--- src/rtl/multi_host_reg_bank_pkg.sv ---
// Shared types for the multi-host register bank.
// Imported by the arbiter, the interface users and the top.
package reg_bank_pkg;

  typedef enum logic [1:0] {
    IDLE,
    ACCESS,
    RESP
  } state_t;

  typedef enum logic {
    READ  = 1'b0,
    WRITE = 1'b1
  } op_t;

  function automatic int host_idx_w(input int n);
    return (n <= 1) ? 1 : $clog2(n);
  endfunction

endpackage

--- src/rtl/multi_host_reg_bank_if.sv ---
// Host-side request/acknowledge bundle of the register bank.
// Hosts drive the master side, the bank the slave side.
interface multi_host_reg_bank_if #(
  parameter int NUM_HOSTS  = 2,
  parameter int REG_WIDTH  = 8,
  parameter int ADDR_WIDTH = 8
);

  logic                            ena;
  logic [NUM_HOSTS-1:0]            req;
  logic [NUM_HOSTS-1:0]            wr_rdn;
  logic [NUM_HOSTS*ADDR_WIDTH-1:0] addr;
  logic [NUM_HOSTS*REG_WIDTH-1:0]  wdata;
  logic [NUM_HOSTS-1:0]            ack;
  logic [NUM_HOSTS-1:0]            err;
  logic [REG_WIDTH-1:0]            rdata;
  logic                            busy;

  modport master (
    output ena, req, wr_rdn, addr, wdata,
    input  ack, err, rdata, busy
  );

  modport slave (
    input  ena, req, wr_rdn, addr, wdata,
    output ack, err, rdata, busy
  );

endinterface

--- src/rtl/multi_host_reg_bank_rr_arbiter.sv ---
// Combinational round-robin picker; the parent holds last_grant.
// Search begins one past the previous winner.
module rr_arbiter
  import reg_bank_pkg::*;
#(
  parameter int N  = 2,
  parameter int IW = host_idx_w(N)
) (
  input  logic [N-1:0]  req,
  input  logic [IW-1:0] last_grant,
  input  logic          en,
  output logic [N-1:0]  grant,
  output logic [IW-1:0] grant_idx,
  output logic          valid
);

  logic [2*N-1:0] dbl;
  logic [2*N-1:0] rot;

  assign dbl = {req, req};
  assign rot = dbl >> (int'(last_grant) + 1);

  always_comb begin
    grant     = '0;
    grant_idx = '0;
    valid     = 1'b0;
    for (int k = 0; k < N; k++) begin
      if (en && !valid && rot[k]) begin
        valid     = 1'b1;
        grant_idx = IW'((int'(last_grant) + 1 + k) % N);
      end
    end
    grant = N'(valid) << grant_idx;
  end

endmodule

--- src/rtl/multi_host_reg_bank.sv ---
// Register bank shared by several hosts through a 3-state
// request/ack FSM with round-robin arbitration.
module multi_host_reg_bank
  import reg_bank_pkg::*;
#(
  parameter int NUM_HOSTS  = 2,
  parameter int NUM_CFG    = 8,
  parameter int NUM_STATUS = 8,
  parameter int REG_WIDTH  = 8,
  parameter int ADDR_WIDTH = 8
) (
  input  logic                            clk,
  input  logic                            rst,
  multi_host_reg_bank_if.slave            bus,
  output logic [NUM_CFG*REG_WIDTH-1:0]    rw_regs,
  output logic [NUM_CFG-1:0]              cfg_wr,
  input  logic [NUM_STATUS*REG_WIDTH-1:0] ro_regs
);

  localparam int IW = host_idx_w(NUM_HOSTS);
  localparam int AW = ADDR_WIDTH;
  localparam int RW = REG_WIDTH;

  state_t               state;
  op_t                  op_q;
  logic [NUM_HOSTS-1:0] win_q;
  logic [AW-1:0]        addr_q;
  logic [RW-1:0]        wdata_q;
  logic [IW-1:0]        last_grant;
  logic [RW-1:0]        cfg_q [NUM_CFG];

  logic [NUM_HOSTS-1:0] grant;
  logic [IW-1:0]        g_idx;
  logic                 g_valid;

  logic                 hit_cfg;
  logic                 hit_ro;
  logic                 bad;
  logic [NUM_CFG-1:0]   cfg_sel;
  logic [RW-1:0]        rd_val;

  rr_arbiter #(
    .N  (NUM_HOSTS),
    .IW (IW)
  ) u_arb (
    .req        (bus.req),
    .last_grant (last_grant),
    .en         (bus.ena && state == IDLE),
    .grant      (grant),
    .grant_idx  (g_idx),
    .valid      (g_valid)
  );

  for (genvar k = 0; k < NUM_CFG; k++) begin : g_rw
    assign rw_regs[k*RW +: RW] = cfg_q[k];
  end

  // Full-width compare so high address bits never alias low registers
  always_comb begin
    hit_cfg = 1'b0;
    hit_ro  = 1'b0;
    cfg_sel = '0;
    rd_val  = '0;
    for (int k = 0; k < NUM_CFG; k++) begin
      if (int'(addr_q) == k) begin
        hit_cfg    = 1'b1;
        cfg_sel[k] = 1'b1;
        rd_val     = cfg_q[k];
      end
    end
    for (int k = 0; k < NUM_STATUS; k++) begin
      if (int'(addr_q) == NUM_CFG + k) begin
        hit_ro = 1'b1;
        rd_val = ro_regs[k*RW +: RW];
      end
    end
    bad = (op_q == WRITE) ? !hit_cfg
                          : !(hit_cfg || hit_ro);
  end

  always_ff @(posedge clk) begin
    if (rst) begin
      state      <= IDLE;
      op_q       <= READ;
      win_q      <= '0;
      addr_q     <= '0;
      wdata_q    <= '0;
      last_grant <= IW'(NUM_HOSTS - 1);
      bus.ack    <= '0;
      bus.err    <= '0;
      bus.rdata  <= '0;
      bus.busy   <= 1'b0;
      cfg_wr     <= '0;
      for (int k = 0; k < NUM_CFG; k++)
        cfg_q[k] <= '0;
    end else begin
      unique case (state)
        IDLE: begin
          bus.ack <= '0;
          bus.err <= '0;
          cfg_wr  <= '0;
          if (g_valid) begin
            state      <= ACCESS;
            bus.busy   <= 1'b1;
            win_q      <= grant;
            last_grant <= g_idx;
            for (int i = 0; i < NUM_HOSTS; i++) begin
              if (grant[i]) begin
                op_q    <= op_t'(bus.wr_rdn[i]);
                addr_q  <= bus.addr[i*AW +: AW];
                wdata_q <= bus.wdata[i*RW +: RW];
              end
            end
          end
        end
        ACCESS: begin
          state   <= RESP;
          bus.ack <= win_q;
          bus.err <= bad ? win_q : '0;
          if (bad) begin
            bus.rdata <= '0;
          end else if (op_q == READ) begin
            bus.rdata <= rd_val;
          end else begin
            cfg_wr <= cfg_sel;
            for (int k = 0; k < NUM_CFG; k++)
              if (cfg_sel[k]) cfg_q[k] <= wdata_q;
          end
        end
        RESP: begin
          state    <= IDLE;
          bus.busy <= 1'b0;
          bus.ack  <= '0;
          bus.err  <= '0;
          cfg_wr   <= '0;
        end
        default: state <= IDLE;
      endcase
    end
  end

endmodule

--- src/flat_wrapper.sv ---
// flat-port wrapper written by rule: the top's interface ports become plain ports
module multi_host_reg_bank_flat import reg_bank_pkg::*;
#(
  parameter int NUM_HOSTS  = 2,
  parameter int NUM_CFG    = 8,
  parameter int NUM_STATUS = 8,
  parameter int REG_WIDTH  = 8,
  parameter int ADDR_WIDTH = 8
)
  (clk, rst, rw_regs, cfg_wr, ro_regs, bus_ena, bus_req, bus_wr_rdn, bus_addr, bus_wdata, bus_ack, bus_err, bus_rdata, bus_busy);
  multi_host_reg_bank_if #(.NUM_HOSTS(NUM_HOSTS), .REG_WIDTH(REG_WIDTH), .ADDR_WIDTH(ADDR_WIDTH)) bus_i ();
  input  logic clk;
  input  logic rst;
  output logic [NUM_CFG*REG_WIDTH-1:0] rw_regs;
  output logic [NUM_CFG-1:0] cfg_wr;
  input  logic [NUM_STATUS*REG_WIDTH-1:0] ro_regs;
  input wire logic [$bits(bus_i.ena)-1:0] bus_ena;
  input wire logic [$bits(bus_i.req)-1:0] bus_req;
  input wire logic [$bits(bus_i.wr_rdn)-1:0] bus_wr_rdn;
  input wire logic [$bits(bus_i.addr)-1:0] bus_addr;
  input wire logic [$bits(bus_i.wdata)-1:0] bus_wdata;
  output wire logic [$bits(bus_i.ack)-1:0] bus_ack;
  output wire logic [$bits(bus_i.err)-1:0] bus_err;
  output wire logic [$bits(bus_i.rdata)-1:0] bus_rdata;
  output wire logic [$bits(bus_i.busy)-1:0] bus_busy;
  assign bus_i.ena = bus_ena;
  assign bus_i.req = bus_req;
  assign bus_i.wr_rdn = bus_wr_rdn;
  assign bus_i.addr = bus_addr;
  assign bus_i.wdata = bus_wdata;
  assign bus_ack = bus_i.ack;
  assign bus_err = bus_i.err;
  assign bus_rdata = bus_i.rdata;
  assign bus_busy = bus_i.busy;
  multi_host_reg_bank #(.NUM_HOSTS(NUM_HOSTS), .NUM_CFG(NUM_CFG), .NUM_STATUS(NUM_STATUS), .REG_WIDTH(REG_WIDTH), .ADDR_WIDTH(ADDR_WIDTH)) u_core (.clk(clk), .rst(rst), .bus(bus_i), .rw_regs(rw_regs), .cfg_wr(cfg_wr), .ro_regs(ro_regs));
endmodule
--- config.mk ---
export PLATFORM = sky130hd
export DESIGN_NAME = multi_host_reg_bank_flat
export DESIGN_NICKNAME = d
export VERILOG_FILES = /design/src/rtl/multi_host_reg_bank_pkg.sv /design/src/rtl/multi_host_reg_bank_if.sv /design/src/rtl/multi_host_reg_bank_rr_arbiter.sv /design/src/rtl/multi_host_reg_bank.sv /design/src/flat_wrapper.sv
export SDC_FILE = /design/constraint.sdc
export NUM_CORES = 1
export LEC_CHECK = 0
export ABC_AREA = 1
export BUFFER_PORTS_ARGS = -buffer_cell sky130_fd_sc_hd__buf_4
export CAP_MARGIN = 10
export CORE_MARGIN = 8
export CORE_UTILIZATION = 40
export DETAILED_ROUTE_END_ITERATION = 16
export GPL_ROUTABILITY_DRIVEN = 0
export HOLD_SLACK_MARGIN = 0.02
export PLACE_DENSITY = 0.73
export SKIP_LAST_GASP = 1
export SYNTH_ARGS = -nofsm -noshare
export SYNTH_HDL_FRONTEND = slang
export SYNTH_SLANG_ARGS = --single-unit
--- constraint.sdc ---
create_clock -name clk -period 5 [get_ports clk]
set_clock_uncertainty 0.2 [all_clocks]
set_input_delay 0.25 -clock clk [delete_from_list [all_inputs] [get_ports clk]]
set_output_delay 0.25 -clock clk [all_outputs]
set_load 0.02 [all_outputs]
# Yosys cells after proc, flatten, opt, wreduce, memory -nomap -nowiden
# Memory sizes are Yosys's and may differ from the RTL's.
# Cells that the tools add are included.
# op_classes
mux,120
n_reduce_logical,19
shifts,2
n_bitwise,8
eq_ne,21
addsub,2
# ops
cell,count
$mux W8,32
$mux W1,81
$eq A8 B5 Y1 const B,8
$eq A8 B4 Y1 const B,4
$eq A8 B3 Y1 const B,2
$pmux W8 S2,1
$pmux W2 S2,3
$eq A8 B2 Y1 const B,1
$logic_not A8 Y1,1
$or A1 B1 Y1,8
$reduce_and A2 Y1,3
$reduce_and A3 Y1,2
$reduce_bool A2 Y1,3
$logic_and A1 B1 Y1,4
$mux W2,2
$ne A2 B1 Y1 const B,2
$ne A2 B2 Y1 const B,2
$shr A4 B2 Y2,1
$logic_not A1 Y1,3
$add A1 B1 Y2 const B,1
$eq A2 B1 Y1 const B,1
$eq A2 B2 Y1 const B,1
$logic_not A2 Y1,1
$pmux W1 S2,1
other kinds (4),4
# totals
out_inout_bits,85
register_bits,43
mem_count,1
input_bits,103
wordCells,184
ramBits,64
# memory_table
memory,words,word_bits,read_ports,rd_clocked_by_memory_dff,wr,line,rtl
u_core.cfg_q,8,8,8,0,8,multi_host_reg_bank.sv:30,logic [RW-1:0] cfg_q [NUM_CFG];

# Longest topological paths before layout
# Gate-level depths: netlist (run 1).
# logic_depth
depth_word,19
ltp_mapped,17
mapped_depth_nobuf,17

# Modules after synthesis
# Synthesis (run 1) repeated with hierarchy kept, for this count alone.
# unflattened
hier_cells,654
area_unflattened_um2,5308.8
# by_module_without_submodules
mod,cells_per_inst,seq_area_each_um2,area_each_um2,instances
multi_host_reg_bank,646,2782.7,5275.1,1
rr_arbiter,8,0.0,33.8,1

# Least setup slack after synthesis (run 1)
# Ideal clock, no wire load.
# synth_path
path_kind,register -> register
start,register u_core.addr_q[6]
end,"memory u_core.cfg_q[0][10] in the netlist's numbering, enable pin"
path_buffers,0
t_required_ns,4.471
setup_slack_ns,2.746
synth_period_minus_slack_ns,2.254
stages_incl_launch_ff,12
arrival_time_ns,1.725
setup_time_ns,0.329
cell_sequence,dfxtp_1 > nor2_1 > nand2_4 > inv_4 > nand2_2 > nor2_4 > inv_2 > o21ai_2 > nor3_4 > nor3_4 > nand3_1 > nand2_1
# synth_rtl
element,line,rtl
from (decl),multi_host_reg_bank.sv:27,logic [AW-1:0] addr_q;
from (signal assigned),multi_host_reg_bank.sv:110,addr_q <= bus.addr[i*AW +: AW];
to (decl),multi_host_reg_bank.sv:30,

# Worst setup path in the final report (run 1)
# layout_path
start,register u_core.state[0]
end,register u_core.addr_q[1]
# layout_via
elab_chain_cells,11
elab_cells_between_ends,14
cone_classes,1 x shift; 5 x mux; 8 x reduce/logical
# layout_rtl
element,line,rtl
from (decl),multi_host_reg_bank.sv:24,state_t state;
from (signal assigned),multi_host_reg_bank.sv:83,state <= IDLE;
from (signal assigned),multi_host_reg_bank.sv:103,state <= ACCESS;
from (signal assigned),multi_host_reg_bank.sv:117,state <= RESP;
$logic_not A2 Y1 (*),"multi_host_reg_bank.sv:48, multi_host_reg_bank.sv:97",
$logic_and A1 B1 Y1,multi_host_reg_bank.sv:48,".en (bus.ena && state == IDLE),"
$logic_and A1 B1 Y1,multi_host_reg_bank_rr_arbiter.sv:28,if (en && !valid && rot[k]) begin
$mux W1,multi_host_reg_bank_rr_arbiter.sv:28,
$logic_not A1 Y1,multi_host_reg_bank_rr_arbiter.sv:28,
$logic_and A1 B1 Y1 (2 in series),multi_host_reg_bank_rr_arbiter.sv:28,
$mux W1,multi_host_reg_bank_rr_arbiter.sv:28,
$shl A1 B1 Y2,multi_host_reg_bank_rr_arbiter.sv:33,grant = N'(valid) << grant_idx;
$reduce_bool A2 Y1 (no source line),-,
$reduce_and A3 Y1 (no source line),-,
# Mark *: on every way between the ends. The rest lies on a longest branch, timed or not.
# A chain may end at the register's enable or synchronous reset.

==> qor.yml, run 1 <==
yosysSeqAreaShare_pct: 53.3
setup_ws_ns: 1.68
firstDrtPassIters: 7
start_util_pct: 41.2
hpwlAfterDp_mm: 13.9
layout_common_cells: "buf_4, nand2_1, nor2_1"
antenna_found_initial: 0
ioPinCount: 188
final_nets: 965
numPortBuffers: 187
rsz0062_at_grt: "false"
pre_cts_ws_ns: 2.26
wirelength_mm: 18.2
reg2reg_depth: 8
crit_path_end_kind: "flop"
place_area_sq_um: 6790
fin_crit_sh_pct: 66.5
area_delta_synth_final_pct: 41.5
core_area_sq_um: 12700
critPathRequiredTime_ns: 5.09
drive_gt1_share_pct: 29.0
rows: 41
drt-initial-drc-count: 418
grt_use_total_pct: 20.9
syn-cell-area_sq_um: 5220
route.detailed.drc: 0
pwr-share-comb_pct: 18.3
grt-ovfl-total: 0
switchingPower_w: 0.000573
diodes: 0
startpoint: "u_core.state[0]"
reg2reg_from: "u_core.state[0]"
vias: 5238
slew_violations: 0
post_drt_wl_per_cell_um: 17.5
finalCriticalPeriod_ns: 3.32
cts_tree: "built"
maxCapViolCount: 0
cts_resized: 0
swShare_pct: 28.1
synth_nets: 748
die_w_um: 130
clkPwrFrac_pct: 32.8
clkLatencyLatePin_ns: 0.35
crit_type: "reg2reg"
synth_top_cell_by_area: "edfxtp_1"
status: "complete, no violations"
grt_pass1_vias: 5084
path_clk_slew_ns: 0.07
grt_pass1_wl_mm: 26.8
endpoint: "u_core.addr_q[1]"
yosysUniqueCellTypes: 31
final_common_cell: "buf_4"
slew_headroom_pct: 36.1
arrival_ns: 3.41
seqPwrFrac_pct: 48.9
setup_tns_ns: 0
avgSynthCellArea_sq_um: 8.09
leakage_nw: 3.32
synth.area.top_cells: "edfxtp_1, dfxtp_1, nand2_1"
grt_max_degree: 33
n_fill_cell: 1152
synthCells: 645
cp-start-kind: "flop"
ys_ff_latch: 107
h-tree-depth: 3
dieArea_sq_um: 17000
cp_max_fo: 18
vias_per_cell: 5.04
finalInstanceArea_sq_um: 7380
timing.rr.end: "u_core.addr_q[1]"
p_int_w: 0.00147
setup_viol: 0
power.density_nw_per_um2: 276
rrSetupSlack_ns: 1.68
clkSinkCount: 107
whs_ns: 0.0439
ant_nets: 0
clock_path_buffers: 2
finalHoldViolCount: 0
root_buffer: "clkbuf_16"
clock.fmax_mhz: 301
cts_made_buffers: 9
peakVddDrop_uv: 149
die_h_um: 130
min_path_type: "in2reg"
synth-warning-count: 0
synth_top_area_share_pct: 36.8
worstMarginPinSlew_ns: 0.955
==> critical path, cell delays in order, from the launching register on <==
cell and delay (ns):
dfxtp_1 0.32, inv_1 0.09, nand3_1 0.08, a21oi_2 0.52, inv_1 0.28, nor2_1 0.79, o21ai_0 0.20, o32ai_1 0.18
dlygate4sd3_1 0.59
==> power by group through the flow <==
stage | sequential (W) | combinational [W] | clock, W
floorplan | 0.00104 | 0.000162 | 0
global placement | 0.00102 | 0.000346 | 0
detailed placement | 0.00102 | 0.000348 | 0
CTS | 0.000996 | 0.000372 | 0.000672
global route | 0.00100 | 0.000405 | 0.000706
finish | 0.000997 | 0.000373 | 0.000670
==> layout make-up <==
class | count | area, sq um | share of cell area (%)
multi-input combinational | 453 | 2110 | 28.6
inverter | 72 | 273 | 3.69
clock buffer | 9 | 225 | 3.05
timing repair buffer | 219 | 1720 | 23.4
tap | 172 | 215 | 2.92
clock inverter | 7 | 51.3 | 0.695
sequential | 107 | 2780 | 37.7
==> layer usage <==
metal	vias to the layer above	GRT usage [%]	part of all wire [%]
li1	2567	-	-
met1	2365	26.3	41
met2	282	34.3	47
met3	24	5.10	9.7
met4	0	6.97	1.7
met5	-	0	0
==> worst min path at each step <==
stage	from	end	slack, ns	cells after the start
2_1_floorplan	bus_addr[8]	u_core.addr_q[0]	0.21	2
3_3_place_gp	u_core.bus.rdata[2]	u_core.bus.rdata[2]	0.25	2
3_5_place_dp	u_core.bus.rdata[7]	u_core.bus.rdata[7]	0.26	2
4_1_cts	bus_wdata[4]	u_core.wdata_q[4]	0.04	3
5_1_grt	bus_wdata[4]	u_core.wdata_q[4]	0.08	3
6_report	bus_wdata[4]	u_core.wdata_q[4]	0.04	3
==> cell usage after synthesis <==
library cell    n
a21oi_1        32
a21oi_2         1
a22o_1          1
buf_1           2
buf_2           3
clkbuf_1        8
dfxtp_1        43
edfxtp_1       64
inv_1          63
inv_2           8
inv_4           1
nand2_1       165
nand2_2        10
nand2_4         1
nand3_1        40
nand4_1        16
nor2_1        108
nor2_2          8
nor2_4          3
nor3_2          1
nor3_4          2
o21a_1          1
o21a_2          1
o21ai_0        19
o21ai_1         4
o21ai_2         1
o21bai_1        3
o221a_2         1
o22ai_1        18
o32ai_1         6
or2_2          11
==> timing repair <==
action	in CTS	in global routing
hold buffers	32	0
hold endpoints to repair	16	0
buffers inserted	0	0
==> kinds of logic (layout without fill, tap and decap cells) <==
group,after synthesis,count (layout),share of synthesized area (%)
buffers and inverters,85,307,6.23
AND/OR/NAND/NOR,365,365,30.5
flip-flops,107,107,53.3
AO/OA/AOI/OAI,88,88,9.90
==> stage by stage <==
| stage | std cells | power (W) | utilization, % |
|---|---|---|---|
| 4_1_cts | 1039 | 0.00204 | 58.3 |
| 6_report | 1039 | 0.00204 | 58.3 |
| 5_1_grt | 1039 | 0.00211 | 58.3 |
| 3_5_place_dp | 991 | 0.00136 | 53.5 |
| 3_3_place_gp | 991 | 0.00136 | 53.5 |
| 2_1_floorplan | 645 | 0.00120 | - |
==> sequential cells by signal (all words and copies together), names as in the netlist, 2 cells and up <==
signal / flops
u_core.bus.err: 2
u_core.bus.rdata: 8
u_core.cfg_q: 64
u_core.wdata_q: 8
u_core.addr_q: 8
u_core.cfg_wr: 8
u_core.win_q: 2
u_core.bus.ack: 2
u_core.state: 2
(Power assumes the default switching activity.)
==> run 2: changes to the inputs <==
PLACE_DENSITY = 0.75   (was 0.73)
clock period = 3.05 ns   (was 5 ns; I/O delays follow)
==> qor.yml, run 2 (synthesis gave the netlist of run 1 again) <==
dieArea_sq_um: 17000
dp_cells: 997
critPathRequiredTime_ns: 3.15
cp.depth: 6
grt_pass1_wl_mm: 27.6
die_w_um: 130
largest_register_ffs: 64
finalHoldViolCount: 0
start_util_pct: 41.2
reg2reg_depth: 18
clock_path_buffers: 2
fin_crit_sh_pct: 94.9
antenna_found_initial: 0
clkPwrFrac_pct: 34.2
path_common_cell: "dlygate4sd3_1"
crit_path_end_kind: "flop"
clkLatencyLatePin_ns: 0.36
wl_met1_mm: 7.64
layout_common_cells: "buf_4, nand2_1, nor2_1"
wl_met3_mm: 1.81
setup_tns_ns: 0
slew_headroom_pct: 51.5
drt-initial-drc-count: 492
clkSinkCount: 107
core_area_sq_um: 12700
finalCriticalPeriod_ns: 2.90
route.detailed.drc: 0
seqPwrFrac_pct: 47.5
setup_ws_ns: 0.155
worstPathCellList: "dlygate4sd3_1 -> buf_4 -> inv_1 -> nand2_1 -> o22ai_1 -> dlygate4sd3_1"
cts_made_buffers: 9
setup_viol: 0
dr_wl_met2_mm: 8.71
ioPinCount: 188
grt_use_total_pct: 21.5
pre_cts_ws_ns: 0.350
power.density_nw_per_um2: 457
cp_max_fo: 32
clock.fmax_mhz: 345
hpwlAfterDp_mm: 14.2
root_buffer: "clkbuf_16"
final_cells: 1052
h-tree-depth: 3
crit_type: "in2reg"
drive_gt1_share_pct: 29.3
cpMaxStageDelayCell: "inv_1"
p_int_w: 0.00250
slew_violations: 0
top_layer: "met4"
holdPathStages: 7
top_register: "u_core.cfg_q"
rows: 41
critPathMaxStageDelay_ns: 0.59
vias: 5419
wirelength_mm: 18.7
leakage_nw: 3.39
grt_pass1_vias: 5182
ant_nets: 0
grt-ovfl-total: 0
cp-start-kind: "primary input"
diodes: 0
die_h_um: 130
crit_family: "buffers and inverters"
vias_per_cell: 5.15
final_nets: 978
peakVddDrop_uv: 289
pwr-share-comb_pct: 18.3
min_path_type: "in2reg"
maxCapViolCount: 0
rsz0062_at_grt: "false"
path_clk_slew_ns: 0.07
post_drt_wl_per_cell_um: 17.8
critical_path_buf_inv_count: 4
switchingPower_w: 0.000937
firstDrtPassIters: 5
swShare_pct: 27.2
cts_tree: "built"
worstMarginPinSlew_ns: 0.727
grt_max_degree: 33
area_delta_synth_final_pct: 44.1
arrival_ns: 2.99
numPortBuffers: 187
status: "complete, no violations"
final_common_cell: "buf_4"
[run 2: stage by stage]
| stage | total power (W) | utilization (%) | instance area [sq um] | hold slack, ns |
|---|---|---|---|---|
| after floorplan | 0.00197 | - | 5220 | 0.114 |
| after global placement | 0.00223 | 53.9 | 6830 | 0.208 |
| after detailed placement | 0.00224 | 53.9 | 6830 | 0.214 |
| after CTS | 0.00343 | 59.2 | 7500 | 0.0221 |
| after global routing | 0.00355 | 59.4 | 7520 | 0.0514 |
| final | 0.00344 | 59.4 | 7520 | 0.0266 |
[run 2: timing repair]
item | in CTS | in global routing
setup buffers | 0 | 1
endpoints found under the setup margin | 0 | 1
gates resized for setup | 0 | 3
endpoints found under the hold margin | 22 | 0
hold buffers | 38 | 0
[run 2: per-layer routing]
layer,global-route usage (%),vias up
li1,-,2594
met5,0,-
met4,10.3,0
met1,26.7,2511
met2,34.1,270
met3,5.51,44
[run 2: final timing paths]
| check | slack [ns] | from | to |
|---|---|---|---|
| setup reg to reg | 0.19 | u_core.addr_q[3] | u_core.bus.rdata[7] |
| setup / recovery | 0.15 | rst | u_core.wdata_q[1] |
| hold / removal | 0.03 | ro_regs[45] | u_core.bus.rdata[5] |
| hold reg to reg | 0.26 | u_core.last_grant | u_core.last_grant |
[run 2: worst reg2reg max path: cells and delay by family, from the launching register on]
kind / cells / cell delay, ns
AOI/OAI and AO/OA: 2 / 0.21
DFF: 1 / 0.35
buffers and inverters: 3 / 0.79
and+or+nand+nor: 13 / 1.23
[run 2: cell type report]
type,count,area [sq um]
multi-input cells,453,2120
fillers,1120,5150
clock inverters,4,57.6
flip-flops and latches,107,2780
well taps,172,215
inverters,72,273
repair buffers,232,1840
clock buffers,12,236
[run 2: power groups by stage]
stage	combinational [W]	sequential (W)	clock, W
after global placement	0.000569	0.00166	0
after detailed placement	0.000575	0.00167	0
final	0.000629	0.00163	0.00118
after CTS	0.000619	0.00163	0.00118
after floorplan	0.000265	0.00170	0
after global routing	0.000684	0.00164	0.00123
